===== config.mk =====
export PLATFORM = sky130hd
export DESIGN_NAME = instr_fetch_queue
export DESIGN_NICKNAME = d
export VERILOG_FILES = /design/src/rtl/fetch_pkg.sv /design/src/rtl/fetch_fifo.sv /design/src/rtl/instr_fetch_queue.sv
export SDC_FILE = /design/constraint.sdc
export NUM_CORES = 1
export LEC_CHECK = 0
export ABC_CLOCK_PERIOD_IN_PS = 3100
export BUFFER_PORTS_ARGS = -buffer_cell sky130_fd_sc_hd__buf_2
export CAP_MARGIN = 30
export CORE_AREA = 5 5 180 182
export CTS_CLUSTER_SIZE = 12
export DETAILED_ROUTE_END_ITERATION = 16
export DIE_AREA = 0 0 185 187
export GPL_TIMING_DRIVEN = 0
export PLACE_DENSITY = 0.76
export SLEW_MARGIN = 20
export SYNTH_ARGS = -nofsm -noshare
export SYNTH_HDL_FRONTEND = slang
export SYNTH_SLANG_ARGS = --single-unit

===== constraint.sdc =====
create_clock -name pClk -period 3.1 [get_ports pClk]
set_input_delay 0.31 -clock pClk [delete_from_list [all_inputs] [get_ports pClk]]
set_output_delay 0.31 -clock pClk [all_outputs]
set_load 0.05 [all_outputs]

===== src/rtl/fetch_pkg.sv =====
// Shared constants for the instruction fetch queue: FSM encoding and widths.
package fetch_pkg;

  localparam int XLEN_DEFAULT = 32;
  localparam int INSTR_W      = 32;

  localparam logic [2:0] S_IDLE   = 3'd0;
  localparam logic [2:0] S_F_REQ  = 3'd1;
  localparam logic [2:0] S_F_WAIT = 3'd2;
  localparam logic [2:0] S_L_REQ  = 3'd3;
  localparam logic [2:0] S_L_WAIT = 3'd4;

  function automatic logic isFetchState(input logic [2:0] s);
    return (s == S_F_REQ) || (s == S_F_WAIT);
  endfunction

endpackage


===== src/rtl/fetch_fifo.sv =====
// Circular-buffer queue of fetched {pc, instruction} entries with synchronous flush.
module fetch_fifo #(
  parameter int WIDTH = 64,
  parameter int DEPTH = 4
) (
  input  logic                     pClk,
  input  logic                     pReset,
  input  logic                     pPush,
  input  logic                     pPop,
  input  logic                     pFlush,
  input  logic [WIDTH-1:0]         pWrData,
  output logic [WIDTH-1:0]         pRdData,
  output logic                     pFull,
  output logic                     pEmpty,
  output logic [$clog2(DEPTH):0]   pCount
);

  localparam int PTR_W = $clog2(DEPTH);
  localparam int CNT_W = PTR_W + 1;

  logic [WIDTH-1:0] mem [DEPTH];
  logic [PTR_W-1:0] rdPtr;
  logic [PTR_W-1:0] wrPtr;
  logic [CNT_W-1:0] count;
  logic             doPush;
  logic             doPop;

  function automatic logic [PTR_W-1:0] nextPtr(input logic [PTR_W-1:0] p);
    return (p == PTR_W'(DEPTH - 1)) ? '0 : p + PTR_W'(1);
  endfunction

  assign doPush = pPush && !pFull;
  assign doPop  = pPop && !pEmpty;

  always_ff @(posedge pClk) begin
    if (pReset || pFlush) begin
      rdPtr <= '0;
      wrPtr <= '0;
      count <= '0;
    end else begin
      if (doPush) wrPtr <= nextPtr(wrPtr);
      if (doPop)  rdPtr <= nextPtr(rdPtr);
      case ({doPush, doPop})
        2'b10:   count <= count + CNT_W'(1);
        2'b01:   count <= count - CNT_W'(1);
        default: count <= count;
      endcase
    end
  end

  // Storage needs no reset; the pointers decide what is valid.
  always_ff @(posedge pClk) begin
    if (doPush) mem[wrPtr] <= pWrData;
  end

  assign pRdData = mem[rdPtr];
  assign pFull   = (count == CNT_W'(DEPTH));
  assign pEmpty  = (count == '0);
  assign pCount  = count;

endmodule


===== src/rtl/instr_fetch_queue.sv =====
// Instruction prefetcher sharing one memory port with loads; fetched words feed
// decode through a small queue, and redirects flush it and restart fetch.
module instr_fetch_queue
  import fetch_pkg::*;
#(
  parameter int              XLEN     = XLEN_DEFAULT,
  parameter int              DEPTH    = 4,
  parameter logic [XLEN-1:0] RESET_PC = '0
) (
  input  logic            pClk,
  input  logic            pReset,
  input  logic            pRedirect,
  input  logic [XLEN-1:0] pRedirectPC,
  input  logic            pLsReq,
  input  logic [XLEN-1:0] pLsAddr,
  output logic [XLEN-1:0] pLsRData,
  output logic            pLsDone,
  output logic            pMemReq,
  output logic [XLEN-1:0] pMemAddr,
  input  logic            pMemAck,
  input  logic            pMemRValid,
  input  logic [XLEN-1:0] pMemRData,
  output logic            pOutValid,
  input  logic            pOutReady,
  output logic [XLEN-1:0] pOutInstr,
  output logic [XLEN-1:0] pOutPC,
  output logic [XLEN-1:0] pOutPCPlus4,
  output logic [2:0]      pDbgState
);

  localparam int CNT_W = $clog2(DEPTH) + 1;

  // Handshakes: pMemReq/pMemAddr hold until the cycle pMemAck is high (the
  // transfer); decode takes the head entry in any cycle pOutValid && pOutReady.

  logic [2:0]        state;
  logic [XLEN-1:0]   fetchPC;
  logic [XLEN-1:0]   memAddr;
  logic [XLEN-1:0]   lsRData;
  logic              lsDone;
  logic              dropFlag;
  logic              fetchResp;
  logic              roomForFetch;
  logic              fifoPush;
  logic              fifoPop;
  logic              fifoFull;
  logic              fifoEmpty;
  logic [CNT_W-1:0]  fifoCount;
  logic [2*XLEN-1:0] fifoWrData;
  logic [2*XLEN-1:0] fifoRdData;
  logic              unusedLowBits;

  assign unusedLowBits = ^{pLsAddr[1:0], pRedirectPC[1:0]};

  assign fetchResp    = (state == S_F_WAIT) && pMemRValid;
  assign roomForFetch = (fifoCount < CNT_W'(DEPTH));
  assign fifoPush     = fetchResp && !dropFlag && !pRedirect && !fifoFull;
  assign fifoPop      = pOutValid && pOutReady;
  assign fifoWrData   = {fetchPC, pMemRData};

  fetch_fifo #(
    .WIDTH (2 * XLEN),
    .DEPTH (DEPTH)
  ) uFifo (
    .pClk    (pClk),
    .pReset  (pReset),
    .pPush   (fifoPush),
    .pPop    (fifoPop),
    .pFlush  (pRedirect),
    .pWrData (fifoWrData),
    .pRdData (fifoRdData),
    .pFull   (fifoFull),
    .pEmpty  (fifoEmpty),
    .pCount  (fifoCount)
  );

  always_ff @(posedge pClk) begin
    if (pReset) begin
      state    <= S_IDLE;
      fetchPC  <= RESET_PC;
      memAddr  <= '0;
      dropFlag <= 1'b0;
      lsDone   <= 1'b0;
      lsRData  <= '0;
    end else begin
      lsDone <= 1'b0;
      case (state)
        S_IDLE: begin
          if (pLsReq) begin
            state   <= S_L_REQ;
            memAddr <= {pLsAddr[XLEN-1:2], 2'b00};
          end else if (!pRedirect && roomForFetch) begin
            // A redirect this cycle would make fetchPC stale; start next cycle.
            state   <= S_F_REQ;
            memAddr <= fetchPC;
          end
        end
        S_F_REQ:  if (pMemAck) state <= S_F_WAIT;
        S_F_WAIT: if (pMemRValid) state <= S_IDLE;
        S_L_REQ:  if (pMemAck) state <= S_L_WAIT;
        S_L_WAIT: begin
          if (pMemRValid) begin
            state   <= S_IDLE;
            lsRData <= pMemRData;
            lsDone  <= 1'b1;
          end
        end
        default: state <= S_IDLE;
      endcase

      if (pRedirect)     fetchPC <= {pRedirectPC[XLEN-1:2], 2'b00};
      else if (fifoPush) fetchPC <= fetchPC + XLEN'(4);

      if (fetchResp)                             dropFlag <= 1'b0;
      else if (pRedirect && isFetchState(state)) dropFlag <= 1'b1;
    end
  end

  assign pMemReq     = (state == S_F_REQ) || (state == S_L_REQ);
  assign pMemAddr    = memAddr;
  assign pLsRData    = lsRData;
  assign pLsDone     = lsDone;
  assign pOutValid   = !fifoEmpty;
  assign pOutInstr   = fifoEmpty ? '0 : fifoRdData[XLEN-1:0];
  assign pOutPC      = fifoEmpty ? '0 : fifoRdData[2*XLEN-1:XLEN];
  assign pOutPCPlus4 = pOutPC + XLEN'(4);
  assign pDbgState   = state;

endmodule


==> results.md, run 1 <==
- Run status: complete, but fails checks
- Failing checks: setup timing
- Top_reg_cell synth: edfxtp_1
- Clock-pin slew on the worst setup and hold paths: 0.06 ns
- Ports: 269
- Final Instance Area: 19,000 µm²
- Later-pin clock latency in the skew report: 0.52 ns
- Ys async rst share: 0%
- Nets: 1,580
- Reg power frac: 51.3%
- Total Power: 10.3 mW
- Max-cap check violation count: 0
- Critical path data required time: 2.79 ns
- Lkg Pwr: 7.24 nW
- CTS Hold Bufs: 0
- Crit Path Max Fanout: 9
- Area Overhead vs Synth: 23.8%
- Switch share: 24.2%
- Critical setup path kind: flip-flop to output pin
- Post-DRT Antenna Nets: 0
- Starting Density: 50.4%
- Post-synthesis cell type count: 75
- Rows: 64
- Final Hold Fails: 0
- Ys Warns: 0
- 1st-pass router iterations: 6
- Slew HR: 42.6%
- Gate power share: 9.1%
- Cell mode on critical path: buf_4
- Startpoint Class: flip-flop
- Register area share after synthesis: 62.4%
- DRC: 0
- Share of layout cells above drive strength 1: 32.8%
- Area of the die: 34,600 µm²
- Int Pwr: 7.82 mW
- Width of the die: 185 µm
- Worst Hold Class: primary input to flip-flop
- GRT Residual Overflow: 0
- Clk sink count: 354
- GPL Wtd Cong: 0.903
- Post-synthesis cell count: 1,138
- First-pass GRT wire length: 62,800 µm
- CTS tree: built
- Clk root buf: clkbuf_16
- Final setup vio count: 8
- Detailed Place HPWL: 28,600 µm
- Post-synth EDFFs: 248
- Final worst slack: -0.100 ns
- Period minus WS final: 3.20 ns
- Core area: 30,400 µm²
- Placed instance area: 17,300 µm²
- Layout Skew: 0.0321 ns
- Clock share of power: 39.6%
- CTS Buf Count: 37
- Clock H-tree levels: 2
- Pwr/cell area: 543 nW/µm²
- Vias in the first global route: 10,881
- Vias per cell: 5.69
- Largest net degree at the start of global routing: 45
- Slowest CP cell: mux4_2
- Antenna violations before repair: 2
- DR iter-0 viols: 1,088
- Via count: 10,774
- Routed WL per cell: 21.5 µm
- GR Util All Layers: 23.3%
- WP data arrival: 2.89 ns
- Bufs on Longest Clock Path: 3
- Total Wirelength: 40,700 µm
- Die H: 187 µm
- Worst path cell trace: buf_8, buf_12, mux4_2, and2_4, ha_4, nor4b_4, buf_4, nand3_4, nor3_4, xor2_1, buf_4
- Netlist Area Pre-Place: 15,300 µm²
- Slew Limit Fails: 0
- Max VDD drop: 0.370 mV
- Actual slew at the worst max-slew pin: 0.862 ns
- Final worst-path cycle share: 103%
- #FFs+latches synth: 354
- Max stage delay on crit path: 0.35 ns
- NetSw: 2.50 mW
- Tightest hold margin: 0.0361 ns
- Critical Path Sink Type: output pin
- Unrepaired setup endpoints after global routing: true
- I/O Buffers: 256
- Peak Freq: 312 MHz
- Syn Area/Cell: 13.5 µm²
-- logic make-up (layout without fill, tap and decap cells) --
group	after synthesis	after routing	share of synthesized area [%]
and+or+nand+nor	377	377	12.9
DFF	354	354	62.4
AOI/OAI and AO/OA	162	162	6.75
muxes	100	100	11.8
buffers and inverters	98	449	3.24
xor gates and xnor gates	37	37	2.11
adders and majority gates	9	9	0.783
other	1	8	0.0245
-- final cells by class --
cell class                 count  area, µm²
buffer                        73        493
tap                          396        495
timing repair buffer         288       1680
clock buffer                  59       1070
fill                        2278      11400
sequential                   354       9570
inverter                      23       91.3
clock inverter                 6       42.5
multi-input combinational    691       5550
antenna                        2       5.00
-- flip-flops by register name (all words and copies together) (netlist names), named ones only --
name	count
dropFlag	1
fetchPC	30
pDbgState	3
pLsDone	1
pLsRData	32
pMemAddr	30
uFifo.mem	248
uFifo.pCount	3
uFifo.rdPtr	2
uFifo.wrPtr	2
-- final timing paths --
kind / slack [ns] / to / start / depth (start not counted)
max: -0.10 / pOutPCPlus4[30] / flip-flop / 11
min: 0.04 / uFifo.mem[3][8] / pMemRData[8] / 1
max reg2reg: 0.11 / uFifo.mem[2][42] / pDbgState[1] / 7
min reg2reg: 0.45 / pLsRData[12] / pLsRData[12] / 2
-- metal layers --
layer | track usage [%] | vias up | share of wire, %
met5 | 0 | - | 0.032
met1 | 31.8 | 5235 | 40
li1 | - | 4912 | -
met2 | 37.5 | 535 | 48
met4 | 7.76 | 2 | 2.9
met3 | 4.67 | 90 | 8.8
-- through the flow --
stage | cells | setup TNS [ns] | utilization (%) | setup WS [ns]
after CTS | 1886 | -0.696 | 62.0 | -0.113
after global routing | 1891 | -2.00 | 62.4 | -0.188
after floorplan | 1143 | -1.01 | - | -0.483
after global placement | 1795 | -113.82 | 56.6 | -0.942
final | 1892 | -0.424 | 62.4 | -0.100
after detailed placement | 1799 | -15.48 | 56.9 | -0.948
-- worst max-delay path: cells and delay by family, from the launching register on --
kind | cells | cell delay [ns]
AND/OR/NAND/NOR | 4 | 0.72
buffers and inverters | 4 | 0.67
multiplexers | 1 | 0.35
flip-flops | 1 | 0.32
adder cells (fa/ha/maj) | 1 | 0.15
XOR/XNOR | 1 | 0.15
-- Yosys cell counts (4+ instances only) --
library cell / instances / area [µm²]
edfxtp_1: 248 / 7450
nand2_1: 128 / 480
dfxtp_1: 106 / 2120
nor2_1: 82 / 308
a21oi_1: 62 / 310
mux4_2: 60 / 1350
and2_1: 58 / 363
clkbuf_1: 46 / 173
mux2i_1: 35 / 350
a211oi_1: 33 / 248
xor2_1: 23 / 201
inv_1: 22 / 82.6
o21ai_0: 20 / 100
a31oi_1: 15 / 93.8
nand3_1: 15 / 75.1
xnor2_1: 14 / 123
nand4_1: 11 / 68.8
nor3_1: 11 / 55.1
buf_2: 10 / 50.1
nor2b_1: 10 / 62.6
buf_4: 9 / 67.6
a22oi_1: 8 / 60.1
ha_1: 8 / 100
and3_1: 7 / 43.8
nor3_2: 7 / 70.1
and4_1: 5 / 43.8
buf_6: 5 / 56.3
or3_1: 5 / 31.3
a32oi_1: 4 / 35.0
nor4_1: 4 / 25.0
o22ai_1: 4 / 25.0
-- placed cells by master (no fill, tap or decap), drive strengths merged, types with 15 or more instances in the layout --
cell | Yosys | routed
buf | 28 | 312
inv | 22 | 22
nand2 | 130 | 130
nor3 | 19 | 19
mux2i | 35 | 35
xor2 | 23 | 23
a211oi | 33 | 33
clkbuf | 47 | 108
edfxtp | 248 | 248
nor2 | 82 | 82
a31oi | 15 | 15
o21ai | 20 | 20
a21oi | 62 | 62
mux4 | 63 | 63
dfxtp | 106 | 106
and2 | 61 | 61
nand3 | 18 | 18
-- power groups by stage --
| stage | clock network, mW | logic (mW) | registers [mW] |
|---|---|---|---|
| after floorplan | 0 | 0.414 | 5.56 |
| after global placement | 0 | 0.902 | 5.38 |
| after detailed placement | 0 | 0.918 | 5.38 |
| after CTS | 4.15 | 0.934 | 5.28 |
| after global routing | 4.36 | 1.00 | 5.30 |
| final | 4.09 | 0.939 | 5.29 |
-- what timing repair did --
item,in CTS,in global routing
setup endpoints to repair,85,49
pin swaps,11,6
resized for setup,66,22
setup buffers,22,6
Power figures use the tool's default switching activity.
==> run 2: changes to the inputs <==
--- a/config.mk
+++ b/config.mk
@@ -8,10 +8,10 @@
 export ABC_CLOCK_PERIOD_IN_PS = 3100
 export BUFFER_PORTS_ARGS = -buffer_cell sky130_fd_sc_hd__buf_2
 export CAP_MARGIN = 30
-export CORE_AREA = 5 5 180 182
+export CORE_AREA = 2 2 177 179
 export CTS_CLUSTER_SIZE = 12
 export DETAILED_ROUTE_END_ITERATION = 16
-export DIE_AREA = 0 0 185 187
+export DIE_AREA = 0 0 179 181
 export GPL_TIMING_DRIVEN = 0
 export PLACE_DENSITY = 0.76
 export SLEW_MARGIN = 20
==> constraint.sdc (replaced) <==
create_clock -name pClk -period 3.1 [get_ports pClk]
set_input_delay 0.465 -clock pClk [delete_from_list [all_inputs] [get_ports pClk]]
set_output_delay 0.465 -clock pClk [all_outputs]
set_load 0.05 [all_outputs]
==> results.md, run 2 (synthesis results as in run 1) <==
- R2R depth: 7 (unchanged)
- Final Instance Area: 19,700 µm² (+3.7%)
- Width of the die: 179 µm (-3.2%)
- Critical path data required time: 2.63 ns (-0.16 ns)
- Pwr/cell area: 528 nW/µm² (-2.9%)
- Max VDD drop: 0.382 mV (+3.4%)
- Worst Hold Class: primary input to flip-flop
- Total Power: 10.4 mW (+0.68%)
- Setup slack, reg-to-reg: 0.18 ns (+0.07 ns)
- Startpoint Class: flip-flop
- Area Overhead vs Synth: 28.4%
- Peak Freq: 280 MHz (-10%)
- Starting Density: 50.5% (+0.13 points)
- Critical Path Sink Type: output pin
- Max reg flops: 248 (unchanged)
- CTS Buf Count: 37 (unchanged)
- Clock H-tree levels: 2 (unchanged)
- Most common cell after layout, fill and taps aside: edfxtp_1
- Nets: 1,611 (+2.0%)
- Ports: 269 (unchanged)
- Slew HR: 48.1% (+5.5 points)
- First-pass GRT wire length: 62,900 µm (+0.21%)
- Critical setup path kind: flip-flop to output pin
- Area of the die: 32,400 µm² (-6.3%)
- Worst path cell trace: buf_12, mux4_2, and2_4, ha_4, nor4b_4, nand3_4, nor3_4, xor2_4, buf_6
- Layout Skew: 0.0312 ns (-0.000859 ns)
- Post-DRT Antenna Nets: 0 (unchanged)
- DR iter-0 viols: 1,233 (+13%)
- Lkg Pwr: 7.57 nW (+4.7%)
- Crit Path Max Fanout: 6 (-3)
- Core area: 30,300 µm² (-0.26%)
- Antenna violations before repair: 2 (unchanged)
- Clock-pin slew on the worst setup and hold paths: 0.06 ns (about the same)
- WP data arrival: 3.10 ns (+0.21 ns)
- Final worst-path cycle share: 115% (+12 points)
- Die H: 181 µm (-3.2%)
- Unrepaired setup endpoints after global routing: true
- Vias in the first global route: 10,939 (+0.53%)
- Placed instance area: 17,400 µm² (+0.46%)
- CP top delay family: simple AND/OR/NAND/NOR gates
- Hold path depth: 1 (unchanged)
- 1st-pass router iterations: 5 (-1)
- Detailed Place HPWL: 27,800 µm (-2.7%)
- Fin util: 64.9% (+2.5 points)
- Via count: 11,219 (+4.1%)
- Clk root buf: clkbuf_16
- Slew Limit Fails: 0 (unchanged)
- Clk sink count: 354 (unchanged)
- CP Buf/Inv Count: 2 (-2)
- Largest net degree at the start of global routing: 43 (-4.4%)
- Total Wirelength: 43,000 µm (+5.8%)
- Most frequent cells in the layout: edfxtp_1 (248), buf_2 (231), nand2_1 (123)
- Routed WL per cell: 22.4 µm (+4.0%)
- Failing checks: setup timing
- Rows: 64 (unchanged)
- Later-pin clock latency in the skew report: 0.53 ns (about the same)
- GPL Wtd Cong: 0.894 (-0.96%)
- Run status: complete, but fails checks
- Max-cap check violation count: 0 (unchanged)
- Period minus WS final: 3.57 ns (+0.365 ns)
- GRT Residual Overflow: 0 (unchanged)
- Final worst slack: -0.466 ns (-0.365 ns)
- Vias per cell: 5.83 (+2.3%)
- I/O Buffers: 256 (unchanged)
- DRC: 0 (unchanged)
- Final Hold Fails: 0 (unchanged)
- GR Util All Layers: 25.6% (+2.4 points)
- Share of layout cells above drive strength 1: 35.7% (+2.9 points)
- Crit path depth: 9 (-2)
- Max stage delay on crit path: 0.41 ns (+0.06 ns)
- Actual slew at the worst max-slew pin: 0.779 ns (-0.0826 ns)
- CTS tree: built
- Slowest CP cell: nor3_4
- Largest register by flop count: uFifo.mem
- Bufs on Longest Clock Path: 3 (unchanged)
- Final setup vio count: 24 (+16)
[run 2: changes by cell type in the layout (fill, tap and decap cells not counted), sizes merged]
cell    previous run  this run
inv               22        23
clkinv             7         9
diode              2         1
buf              312       343
[run 2: layer usage]
metal / up-vias / GRT usage [%] / part of all wire [%]
met5: - / 0 / 0
li1: 4980 / - / -
met1: 5504 / 35.3 / 40
met3: 121 / 4.71 / 8.5
met4: 0 / 9.30 / 3.6
met2: 614 / 40.7 / 48
[run 2: through the flow]
step                      hold slack [ns]  setup TNS, ns  setup WS (ns)  instances
final                               0.171          -5.10         -0.466       1925
after global routing                0.164          -6.97         -0.505       1924
after CTS                           0.155          -4.08         -0.420       1912
after detailed placement            0.443         -12.87         -0.825       1799
after global placement              0.439        -134.75         -0.836       1795
after floorplan                     0.454         -0.592         -0.310       1143
[run 2: final cells by class]
type                       count  area (µm²)
fill                        2226       10700
sequential                   354        9580
multi-input combinational    691        5800
timing repair buffer         320        2060
clock buffer                  59        1050
buffer                        72         538
tap                          396         495
inverter                      23        91.3
clock inverter                 9        67.6
antenna                        1        2.50
[run 2: timing repair]
action | 4_1_cts | 5_1_grt
gates cloned | 1 | 1
endpoints found under the setup margin | 86 | 60
endpoints found under the hold margin | 0 | 0
setup buffers | 44 | 15
pin swaps | 31 | 26
hold buffers | 0 | 0
gates resized for setup | 116 | 59
[run 2: final timing paths]
| path | startpoint | end |
|---|---|---|
| max | flip-flop | pOutPCPlus4[24] |
| min | pMemRData[28] | uFifo.mem[1][28] |
| max reg2reg | pDbgState[1] | uFifo.mem[0][2] |
| min reg2reg | pLsRData[8] | pLsRData[8] |
[run 2: where the power goes]
part	internal, mW	switching (mW)	total, mW	leakage [nW]
sequential	5.17	0.121	5.29	3.13
combinational	0.288	0.671	0.959	3.91
clock	2.34	1.80	4.14	0.535
total	7.80	2.59	10.4	7.57
